`src/rtl/quad_counter_gen.sv`:
```
// Quadrature encoder position counter: 2-FF synchroniser, x1/x2/x4 decode, wrap/saturate, preload, flags.
// Define ENC_FILTER_EN to add a FILTER_LEN-cycle glitch filter after the synchroniser.
module quad_counter_gen #(
    parameter int N          = 7,
    parameter int MIN_COUNT  = 0,
    parameter int MAX_COUNT  = 99,
    parameter int FILTER_LEN = 16
) (
    input  logic         clk,
    input  logic         rst_n,
    input  logic         canalA,
    input  logic         canalB,
    input  logic         clr,
    input  logic [1:0]   mode,
    input  logic         wrap_en,
    input  logic         load,
    input  logic [N-1:0] load_val,
    output logic [N-1:0] count,
    output logic         dir,
    output logic         step,
    output logic         ovf,
    output logic         unf,
    output logic         err
);
    localparam logic [N-1:0]      MIN_V = N'(MIN_COUNT);
    localparam logic [N-1:0]      MAX_V = N'(MAX_COUNT);
    localparam logic signed [N:0] MIN_S = (N+1)'(MIN_COUNT);
    localparam logic signed [N:0] MAX_S = (N+1)'(MAX_COUNT);

    logic [1:0]        sync1_q, sync1_d, sync2_q, sync2_d;
    logic [1:0]        prev_q, prev_d, hold_q, hold_d;
    logic [1:0]        cur;
    logic [N-1:0]      count_q, count_d;
    logic              dir_q, dir_d, step_q, step_d;
    logic              ovf_q, ovf_d, unf_q, unf_d, err_q, err_d;
    logic              up, dn, ill, counted, dec_en, step_req;
    logic signed [N:0] lv_s;

`ifdef ENC_FILTER_EN
    localparam int FW = $clog2(FILTER_LEN + 1);

    logic [1:0]    filt_q, filt_d;
    logic [FW-1:0] fcnt_q [2];
    logic [FW-1:0] fcnt_d [2];

    // A channel level is accepted after FILTER_LEN consecutive samples that differ from the current one.
    always_comb begin
        for (int i = 0; i < 2; i++) begin
            filt_d[i] = filt_q[i];
            fcnt_d[i] = fcnt_q[i];
            if (sync2_q[i] == filt_q[i]) begin
                fcnt_d[i] = '0;
            end else if (fcnt_q[i] == FW'(FILTER_LEN - 1)) begin
                filt_d[i] = sync2_q[i];
                fcnt_d[i] = '0;
            end else begin
                fcnt_d[i] = fcnt_q[i] + 1'b1;
            end
        end
    end

    always_ff @(posedge clk) begin
        if (!rst_n) begin
            filt_q    <= '0;
            fcnt_q[0] <= '0;
            fcnt_q[1] <= '0;
        end else begin
            filt_q <= filt_d;
            fcnt_q <= fcnt_d;
        end
    end

    assign cur = filt_q;
`else
    assign cur = sync2_q;
`endif

    // Transition classification on {prev, cur}; forward order is 00 -> 10 -> 11 -> 01 -> 00.
    always_comb begin
        up  = 1'b0;
        dn  = 1'b0;
        ill = 1'b0;
        case ({prev_q, cur})
            4'b0010, 4'b1011, 4'b1101, 4'b0100: up  = 1'b1;
            4'b1000, 4'b1110, 4'b0111, 4'b0001: dn  = 1'b1;
            4'b0011, 4'b1100, 4'b1001, 4'b0110: ill = 1'b1;
            default: ;
        endcase
        case (mode)
            2'd0:    counted = ~prev_q[1] & cur[1];
            2'd1:    counted = prev_q[1] ^ cur[1];
            default: counted = 1'b1;
        endcase
        dec_en   = (hold_q == 2'd0);
        step_req = dec_en & (up | dn) & counted;
    end

    // NOTE: every signal gets a default at the top of always_comb so no path can infer a latch.
    always_comb begin
        sync1_d = {canalA, canalB};
        sync2_d = sync1_q;
        prev_d  = cur;
        hold_d  = (hold_q == 2'd0) ? hold_q : hold_q - 2'd1;
        lv_s    = $signed({1'b0, load_val});
        count_d = count_q;
        dir_d   = dir_q;
        step_d  = 1'b0;
        ovf_d   = 1'b0;
        unf_d   = 1'b0;
        err_d   = dec_en & ill;
        if (clr) begin
            count_d = MIN_V;
        end else if (load) begin
            if (lv_s < MIN_S)      count_d = MIN_V;
            else if (lv_s > MAX_S) count_d = MAX_V;
            else                   count_d = load_val;
        end else if (step_req) begin
            step_d = 1'b1;
            dir_d  = up;
            if (up) begin
                if (count_q == MAX_V) begin
                    ovf_d   = 1'b1;
                    count_d = wrap_en ? MIN_V : count_q;
                end else begin
                    count_d = count_q + 1'b1;
                end
            end else begin
                if (count_q == MIN_V) begin
                    unf_d   = 1'b1;
                    count_d = wrap_en ? MAX_V : count_q;
                end else begin
                    count_d = count_q - 1'b1;
                end
            end
        end
    end

    // NOTE: state updates use non-blocking assignments so all flops sample the pre-edge values together.
    always_ff @(posedge clk) begin
        if (!rst_n) begin
            sync1_q <= 2'b00;
            sync2_q <= 2'b00;
            prev_q  <= 2'b00;
            hold_q  <= 2'd3;
            count_q <= MIN_V;
            dir_q   <= 1'b0;
            step_q  <= 1'b0;
            ovf_q   <= 1'b0;
            unf_q   <= 1'b0;
            err_q   <= 1'b0;
        end else begin
            sync1_q <= sync1_d;
            sync2_q <= sync2_d;
            prev_q  <= prev_d;
            hold_q  <= hold_d;
            count_q <= count_d;
            dir_q   <= dir_d;
            step_q  <= step_d;
            ovf_q   <= ovf_d;
            unf_q   <= unf_d;
            err_q   <= err_d;
        end
    end

    assign count = count_q;
    assign dir   = dir_q;
    assign step  = step_q;
    assign ovf   = ovf_q;
    assign unf   = unf_q;
    assign err   = err_q;
endmodule

```
`config.mk`:
```
export PLATFORM = sky130hd
export DESIGN_NAME = quad_counter_gen
export DESIGN_NICKNAME = d
export VERILOG_FILES = /design/src/rtl/quad_counter_gen.sv
export SDC_FILE = /design/constraint.sdc
export NUM_CORES = 1
export LEC_CHECK = 0
export CORE_MARGIN = 5
export CORE_UTILIZATION = 44
export DETAILED_ROUTE_END_ITERATION = 10
export HOLD_SLACK_MARGIN = 0.15
export PLACE_DENSITY_LB_ADDON = 0.3
export SYNTH_ARGS = -nofsm -noshare
export SYNTH_HDL_FRONTEND = slang
export SYNTH_SLANG_ARGS = --single-unit
```
`constraint.sdc`:
```
create_clock -name clk -period 1.8 [get_ports clk]
set_input_delay 0.36 -clock clk [delete_from_list [all_inputs] [get_ports clk]]
set_output_delay 0.36 -clock clk [all_outputs]
set_load 0.03 [all_outputs]
```
* Yosys cells after proc, flatten, opt, wreduce, memory -nomap -nowiden
Cells that the tools add are included.
** Word-level totals
- Register bits after elaboration :: 20
- Bits of input ports :: 16
- Output and inout port bits :: 12
- Logic and storage cells :: 70
** Cells by class
- $add $sub $neg :: 3
- Magnitude comparators :: 1
- Equal/unequal tests :: 16
- Muxes and demuxes :: 15
- Bitwise operators :: 12
- Reduce and logical (&&, ||, !) cells :: 13
** Operator list (count)
- $mux W7 :: 8
- $eq A4 B4 Y1 const B :: 6
- $eq A4 B3 Y1 const B :: 3
- $reduce_or A4 Y1 :: 3
- $reduce_or A5 Y1 :: 2
- $eq A4 B2 Y1 const B :: 2
- $ne A4 B4 Y1 const B :: 2
- $add A7 B1 Y7 const B :: 1
- $eq A7 B7 Y1 const B :: 1
- $gt A7 B7 Y1 const B :: 1
- $logic_not A7 Y1 :: 1
- $sub A7 B1 Y7 const B :: 1
- $mux W1 :: 6
- $not A1 Y1 :: 6
- $reduce_and A3 Y1 :: 2
- $and A1 B1 Y1 :: 4
- $eq A4 B1 Y1 const B :: 1
- $logic_not A2 Y1 :: 2
- $reduce_or A3 Y1 :: 1
- $eq A2 B1 Y1 const B :: 1
- $pmux W1 S2 :: 1
- $reduce_bool A2 Y1 :: 1
- $reduce_or A2 Y1 :: 1
- $sub A2 B1 Y2 const B :: 1
- 2 further kinds :: 2

* Logic depth before layout (Yosys ltp)
Gate-level depths: netlist of run 1.
- Depth in word-level cells :: 8
- Gate-level depth with buffers :: 8
- Depth with buffers taken out :: 8

* Worst setup path before layout of run 1
Ideal clock, no wire load.
- Kind :: flip-flop to flip-flop
- Start point :: register count_q[1] (netlist: count[1])
- End point :: register count_q[1] (netlist: count[1])
- Library setup time :: 0.063 ns
- Arrival time :: 1.865 ns
- Data required time :: 1.737 ns
- Path slack :: -0.128 ns
- Cell stages (with the launch flop) :: 8
- Buffers on the path :: 0
- Period minus slack after synthesis :: 1.928 ns
- Cells stage by stage :: dfxtp_1 ha_1 and3_1 nand4_1 a21oi_2 o21ai_2 mux2_4 nor2_2
** On the way
- Cells in the longest elaborated chain, start to end :: 5
- Elaborated cells on any way between the ends :: 12
- Those cells by class :: 2 x add/sub; 3 x eq/ne; 5 x mux; 2 x reduce/logical
** Ends and longest elaborated chain
- from (decl) :: line 33 : logic [N-1:0] count_q, count_d;
- from (signal assigned) :: line 156 : count_q <= count_d;
- $sub A7 B1 Y7 (tied with other cells) :: line 132 : count_d = count_q - 1'b1;
- $mux W7 (on tied branches) :: line 128, 121
- $mux W7 :: line 120 : if (up) begin
- $mux W7 :: line 117 : end else if (step_req) begin
- $mux W7 :: line 113 : end else if (load) begin
Several ways; a longest one is shown, not always the timed one. The select of a mux whose other input is x is not followed.
A chain may end at the register's enable or synchronous reset.

* Final worst setup path of run 1
- Start point :: register count_q[1] (netlist: count[1])
- End point :: register count_q[5] (netlist: count[5])
The elaborated chain is that of the path after synthesis.

==> impl_results.md, run 1 <==
* Status: finished clean
* Final setup fails at 0
* First-pass GRT wire length at 5440 um
* Crit Reg-Reg Endpoint: count[5]
* Post-synth top cells: dfxtp_1, nand2_1, inv_1, nor2_1, and2_1
* Area Overhead vs Synth at 48.7%
* Clock power frac at about a fifth
* I/O Pins at 28
* Largest area contributor in the netlist: dfxtp_1
* Switching power at 0.322 mW
* Placed wire-length estimate at 2620 um
* Max-cap violations at 0
* Multi-input gate area at 842 um^2
* Sink Count at 20
* CP Capture Type: register
* PwrDens at 574 nW/um^2
* Fin. max-slew vios at 0
* Synthesized net count at 160
* Final Core Density at ~67%
* Arrival time worst endpoint at 1.99 ns
* Final routed DRC violation total at 0
* Cell with the most instances after synthesis: dfxtp_1
* Leakage at 0.706 nW
* Seq/Total Area, Yosys at about a third
* Core area at between 2000 and 3000 um^2
* CTS Buf Count at 3
* DRT antenna net count at 0
* DR WL/cell at 16.2 um
* Die height at roughly 63 um
* Adder-Cell Fraction of Synth Area at 5.14%
* Nets at approximately 210
* Max FO, Critical Path at 5
* Post-Synth XOR/XNOR Area at 5.76%
* Worst-Skew Late Latency at 0.30 ns
* R2R Path Start: count[1]
* Crit path time final at 1.79 ns
* Post-Synth Simple-Gate Area at 22.6%
* CP peak stage delay at approximately 0.4 ns
* Vias in the first global route at 1,253
* Die W at about 63 um
* Router iterations before antenna repair at 4
* Hold Crit Class: reg -> reg
* Post-Syn Area at 1220 um^2
* Final critical-path share of the clock period at 99.4%
* Synth top area cells: dfxtp_1, ha_1, nand2_1, and2_1, xnor2_1
* WHS Endpoint: cur[1]
* Worst Path Required at around 2 ns
* Reg2reg setup slack at roughly 0.011 ns
* Max H-tree Level at 1
* Worst slew margin at between 60% and 70%
* Root Buffer: clkbuf_4
* Layout cells sized above 1 at a little under a third
* Synth top area share at between 30% and 40%
* Ys flop type: dfxtp_1
* Die area at 3920 um^2
* Syn Inst Count at 139
* RePlAce Congestion at 0.784
* Buf/Inv on CP at 1
* Hold Fails Final Rpt at 0
* Net Sw Frac at 31.0%
* Vias at between 1,000 and 1,500
* Hold path depth at 1
* Grt total ovfl at 0
* Final std cells w/o fill at 220
* Beginning of the worst hold path: sync1_q[1]
* Port Buffers at 27
* Asr flop ratio synth at 0%
* TritonCTS clock tree: done
* Inst Count DP at approximately 210
* CTS Buffer Depth at 2
* RSZ-0062 raised after global routing: true
* Initial Util at 44.9%
* Clk pin slew, worst setup/hold paths at 0.11 ns
* Setup CP Type: reg -> reg
* WP depth at 7
* Total wire length at 3570 um
* Register Area at 418 um^2
* R2R depth at 7
* Worst Setup Start Kind: register
* VDD IR max at 0.000447 V
* Syn Area/Cell at 8.76 um^2
* Layout filler cell count at 233
* Hold slack at 0.443 ns
* Synth Register Bits at 20
* Vias per cell at about 5.8
* Sequential share of power at 47.1%
* TNS Setup at 0 ns
* Diode count at 0
* Post-synthesis compound-gate area fraction at 23.6%
* Row cnt at 19
* Initial DRC count at 118
* Int Power at between 0.7 and 0.8 mW
* Cell variety after synth at 47
* Worst-Margin Slew at 0.475 ns
* Post-synth EDFFs at 0
* Ys Warns at 0
* Comb pwr share at 32.8%
* Layout Skew at 0.00131 ns
* Cts hold-fix bufs at 0
* Overall global routing resource usage at 16.7%
* Crit path cell chain: ha_4 -> and3_4 -> nand4_1 -> a21oi_2 -> o21ai_2 -> buf_4 -> o221a_1
* Main combinational cell family by area after synthesis: compound AO/OA/AOI/OAI gates
* Tot Pwr at 1.04 mW
* Largest net degree at the start of global routing at 11
* Number of antenna violations at the first check in global routing at 0
* Slowest CP cell: dfxtp_4
* Mux cell area share after synthesis at under 10%
* Max Clk Rate at 559 MHz
* CP delay by family, top: compound AO/OA/AOI/OAI gates
-- worst max path at each step --
stage,slack (ns),startpoint,end
floorplan,-0.01,count[1],count[1]
global placement,-0.10,mode[0],count[2]
detailed placement,-0.17,mode[0],count[2]
CTS,-0.02,prev_q[1],count[1]
global route,-0.06,count[1],count[5]
finish,0.01,count[1],count[5]
-- logic make-up (layout without fill, tap and decap cells) --
group                      after synthesis  in the layout
and+or+nand+nor                         51             51
AOI/OAI and AO/OA                       36             36
DFF                                     20             20
buffers and inverters                   14             64
xor gates and xnor gates                 8              8
adders and majority gates                5              5
muxes                                    5              5
-- state kept, by name, indices dropped and copies added, names as in the netlist --
name,count
count,7
cur,2
dir,1
err,1
hold_q,2
ovf,1
prev_q,2
step,1
sync1_q,2
unf,1
-- placed cells by master, fill, tap and decap left out, types with 4 or more instances in the layout --
master	Yosys	routed
dfxtp_2	0	5
dlygate4sd2_1	0	5
nand2_1	12	12
clkdlybuf4s50_1	0	22
nand3_1	5	5
buf_4	1	26
inv_1	8	8
a21oi_1	5	4
nor2_1	8	8
a211oi_1	5	5
o22ai_1	5	5
and2_1	7	7
dfxtp_1	20	12
-- area by class of cell --
class,count,area share (%)
Timing Repair Buffer,53,25.4
Sequential cell,20,23.1
Clock buffer,3,1.24
Tap cell,31,2.14
Multi-Input combinational cell,105,46.5
Inverter,8,1.66
-- power by group through the flow --
stage               logic, mW  clock network [mW]  registers, mW
finish                  0.341               0.209          0.489
global route            0.370               0.238          0.493
CTS                     0.314               0.208          0.488
detailed placement      0.311                   0          0.498
global placement        0.299                   0          0.496
floorplan               0.178                   0          0.505
-- metal layers --
metal  global-route usage [%]  vias to the layer above  part of all wire [%]
met5                        0                        -                     0
met4                     6.37                        0                   3.0
met3                     2.88                       13                   5.0
met2                     29.1                       50                    50
met1                     20.2                      605                    42
li1                         -                      610                     -
-- what timing repair did --
action	in CTS	in global routing
gates resized for setup	7	19
endpoints found under the setup margin	10	8
pin swaps	3	12
buffers inserted	1	4
-- per-stage QoR --
step / instance area, um^2 / setup WS, ns
2_1_floorplan: 1220 / -0.0106
3_3_place_gp: 1660 / -0.102
3_5_place_dp: 1660 / -0.175
4_1_cts: 1690 / -0.0180
5_1_grt: 1810 / -0.0616
6_report: 1810 / 0.0108
Note: power is estimated with default switching activity, not from simulation.
==> inputs of run 2 (changes only) <==
--- a/config.mk
+++ b/config.mk
@@ -10,6 +10,7 @@
 export DETAILED_ROUTE_END_ITERATION = 10
 export HOLD_SLACK_MARGIN = 0.15
 export PLACE_DENSITY_LB_ADDON = 0.3
+export SKIP_CTS_REPAIR_TIMING = 1
 export SYNTH_ARGS = -nofsm -noshare
 export SYNTH_HDL_FRONTEND = slang
 export SYNTH_SLANG_ARGS = --single-unit
==> run 2 against run 1 <==
Compared with the run above: final area down 2.3%; clock power is essentially flat; the run now ends with negative setup slack left; combinational power is 2% lower; sequential share of layout area up 0.47 points; register-to-register slack worse by 0.04 ns; power down 0.70%; critical path depth decreased by 1; global-route usage fell by 0.11 points; clock skew grew 0.0021 ns.
==> impl_results.md, run 2 (same netlist as run 1, synthesis figures left out) <==
* Status: finished, violations left
* Failing checks: negative setup slack
* First-pass GRT wire length at 5400 um
* Number of antenna violations at the first check in global routing at 0
* Final Core Density at 65.3%
* Net Sw Frac at 31.1%
* Root Buffer: clkbuf_4
* Leakage at 0.758 nW
* Initial DRC count at 97
* Sequential share of power at 47.0%
* Final instance area at 1770 um^2
* Reg2reg setup slack at -0.03 ns
* Fin. max-slew vios at 0
* PwrDens at approximately 580 nW/um^2
* Worst Setup Start Kind: register
* Diode count at 0
* Crit path cell chain: nor4_4 -> o2111ai_2 -> a21oi_2 -> o21ai_2 -> buf_6 -> o221a_1
* Vias per cell at 5.88
* Grt total ovfl at 0
* Core area at 2710 um^2
* RSZ-0062 raised after global routing: true
* Nets at 209
* Place WS at -0.175 ns
* Final setup fails at 3
* Worst-Skew Late Latency at 0.30 ns
* I/O Pins at 28
* R2R Path Start: count[2]
* Crit path time final at 1.83 ns
* Beginning of the worst hold path: sync1_q[1]
* Launch point of the worst path: count[2]
* Die W at 62.6 um
* DR WL/cell at 15.8 um
* Overall global routing resource usage at 16.6%
* Area Overhead vs Synth at 45.3%
* Post-route setup slack at -0.0265 ns
* Initial Util at between 40% and 50%
* Worst Path Required at 2.00 ns
* Max H-tree Level at 1
* Die height at 62.6 um
* CP delay by family, top: compound AO/OA/AOI/OAI gates
* Final critical-path share of the clock period at 101%
* Row cnt at 19
* Max-cap violations at 0
* Switching power at 0.320 mW
* Placed wire-length estimate at 2620 um
* TritonCTS clock tree: done
* VDD IR max at 0.000417 V
* CTS Buffer Depth at 2
* Max FO, Critical Path at 7
* Int Power at slightly above 0.7 mW
* Placed cell area at 1660 um^2
* Hold Crit Class: reg -> reg
* R2R depth at 6
* CP Capture Type: register
* Final routed DRC violation total at 0
* Worst-Margin Slew at 0.478 ns
* Crit Reg-Reg Endpoint: count[5]
* Largest net degree at the start of global routing at 11
* Setup CP Type: reg -> reg
* Hold path depth at 1
* DRT antenna net count at 0
* Hold Fails Final Rpt at 0
* Buf/Inv on CP at 1
* Worst slew margin at 67.9%
* Router iterations before antenna repair at 4
* Max reg flops at 7
* WHS Endpoint: cur[1]
* CTS Buf Count at 3
* Layout Skew at ~0.0035 ns
* Die area at about 4000 um^2
* Slowest CP cell: dfxtp_4
* Sink Count at 20
* RePlAce Congestion at 0.784
* Arrival time worst endpoint at 2.03 ns
* Layout cells sized above 1 at 27.4%
* Vias in the first global route at between 1,000 and 1,500
* Commonest non-fill, non-tap cells in the layout: clkdlybuf4s50_1, buf_4, dfxtp_1
* Tot Pwr at 1.03 mW
* Vias at 1,275
* Port Buffers at 27
* Comb pwr share at 32.4%
* Clock power frac at 20.6%
* Total wire length at 3420 um
* CP peak stage delay at between 0.3 and 0.4 ns
* Clk pin slew, worst setup/hold paths at 0.11 ns
* Max Clk Rate at 547 MHz
==> run 2: cell count changes in the layout (fill, tap and decap cells not counted), sizes merged <==
cell / before / now
buf: 26 / 23
dlymetal6s2s: 0 / 5
dlygate4sd2: 5 / 0
==> run 2: worst max-delay path by stage <==
stage	to	slack (ns)	depth (start not counted)
6_report	count[5]	-0.03	6
5_1_grt	count[5]	-0.14	6
4_1_cts	count[5]	-0.13	2
3_5_place_dp	count[2]	-0.17	7
3_3_place_gp	count[2]	-0.10	7
2_1_floorplan	count[1]	-0.01	7
==> run 2: worst register-to-register path, cell delays in order (launching register included) <==
cell	delay [ns]
dfxtp_4	0.39
nor4_4	0.38
o2111ai_2	0.21
a21oi_2	0.26
o21ai_2	0.12
buf_6	0.14
o221a_1	0.22
==> run 2: metal layers <==
| metal | global-route usage, % | wire length (um) | up-vias |
|---|---|---|---|
| li1 | - | - | 609 |
| met1 | 20.4 | 1400 | 618 |
| met2 | 28.5 | 1770 | 42 |
| met3 | 2.88 | 194 | 6 |
| met4 | 6.37 | 54 | 0 |
| met5 | 0 | 0 | - |
==> run 2: power groups by stage <==
stage	clock [mW]	sequential (mW)	combinational [mW]
3_3_place_gp	0	0.496	0.299
3_5_place_dp	0	0.498	0.311
6_report	0.212	0.485	0.334
4_1_cts	0.208	0.487	0.312
2_1_floorplan	0	0.505	0.178
5_1_grt	0.236	0.490	0.365
==> run 2: final cells by class <==
class	count	area, um^2
Inverter	8	30.0
Timing Repair Buffer	50	459
Multi-Input combinational cell	105	802
Fill cell	229	941
Sequential cell	20	417
Tap cell	31	38.8
Clock buffer	3	22.5
==> run 2: through the flow <==
step | std cells | setup TNS [ns] | hold slack [ns]
after global routing | 217 | -0.598 | 0.456
after global placement | 212 | -0.512 | 0.418
after detailed placement | 212 | -0.935 | 0.418
final | 217 | -0.0348 | 0.444
after floorplan | 139 | -0.0106 | 0.412
after CTS | 215 | -0.527 | 0.442
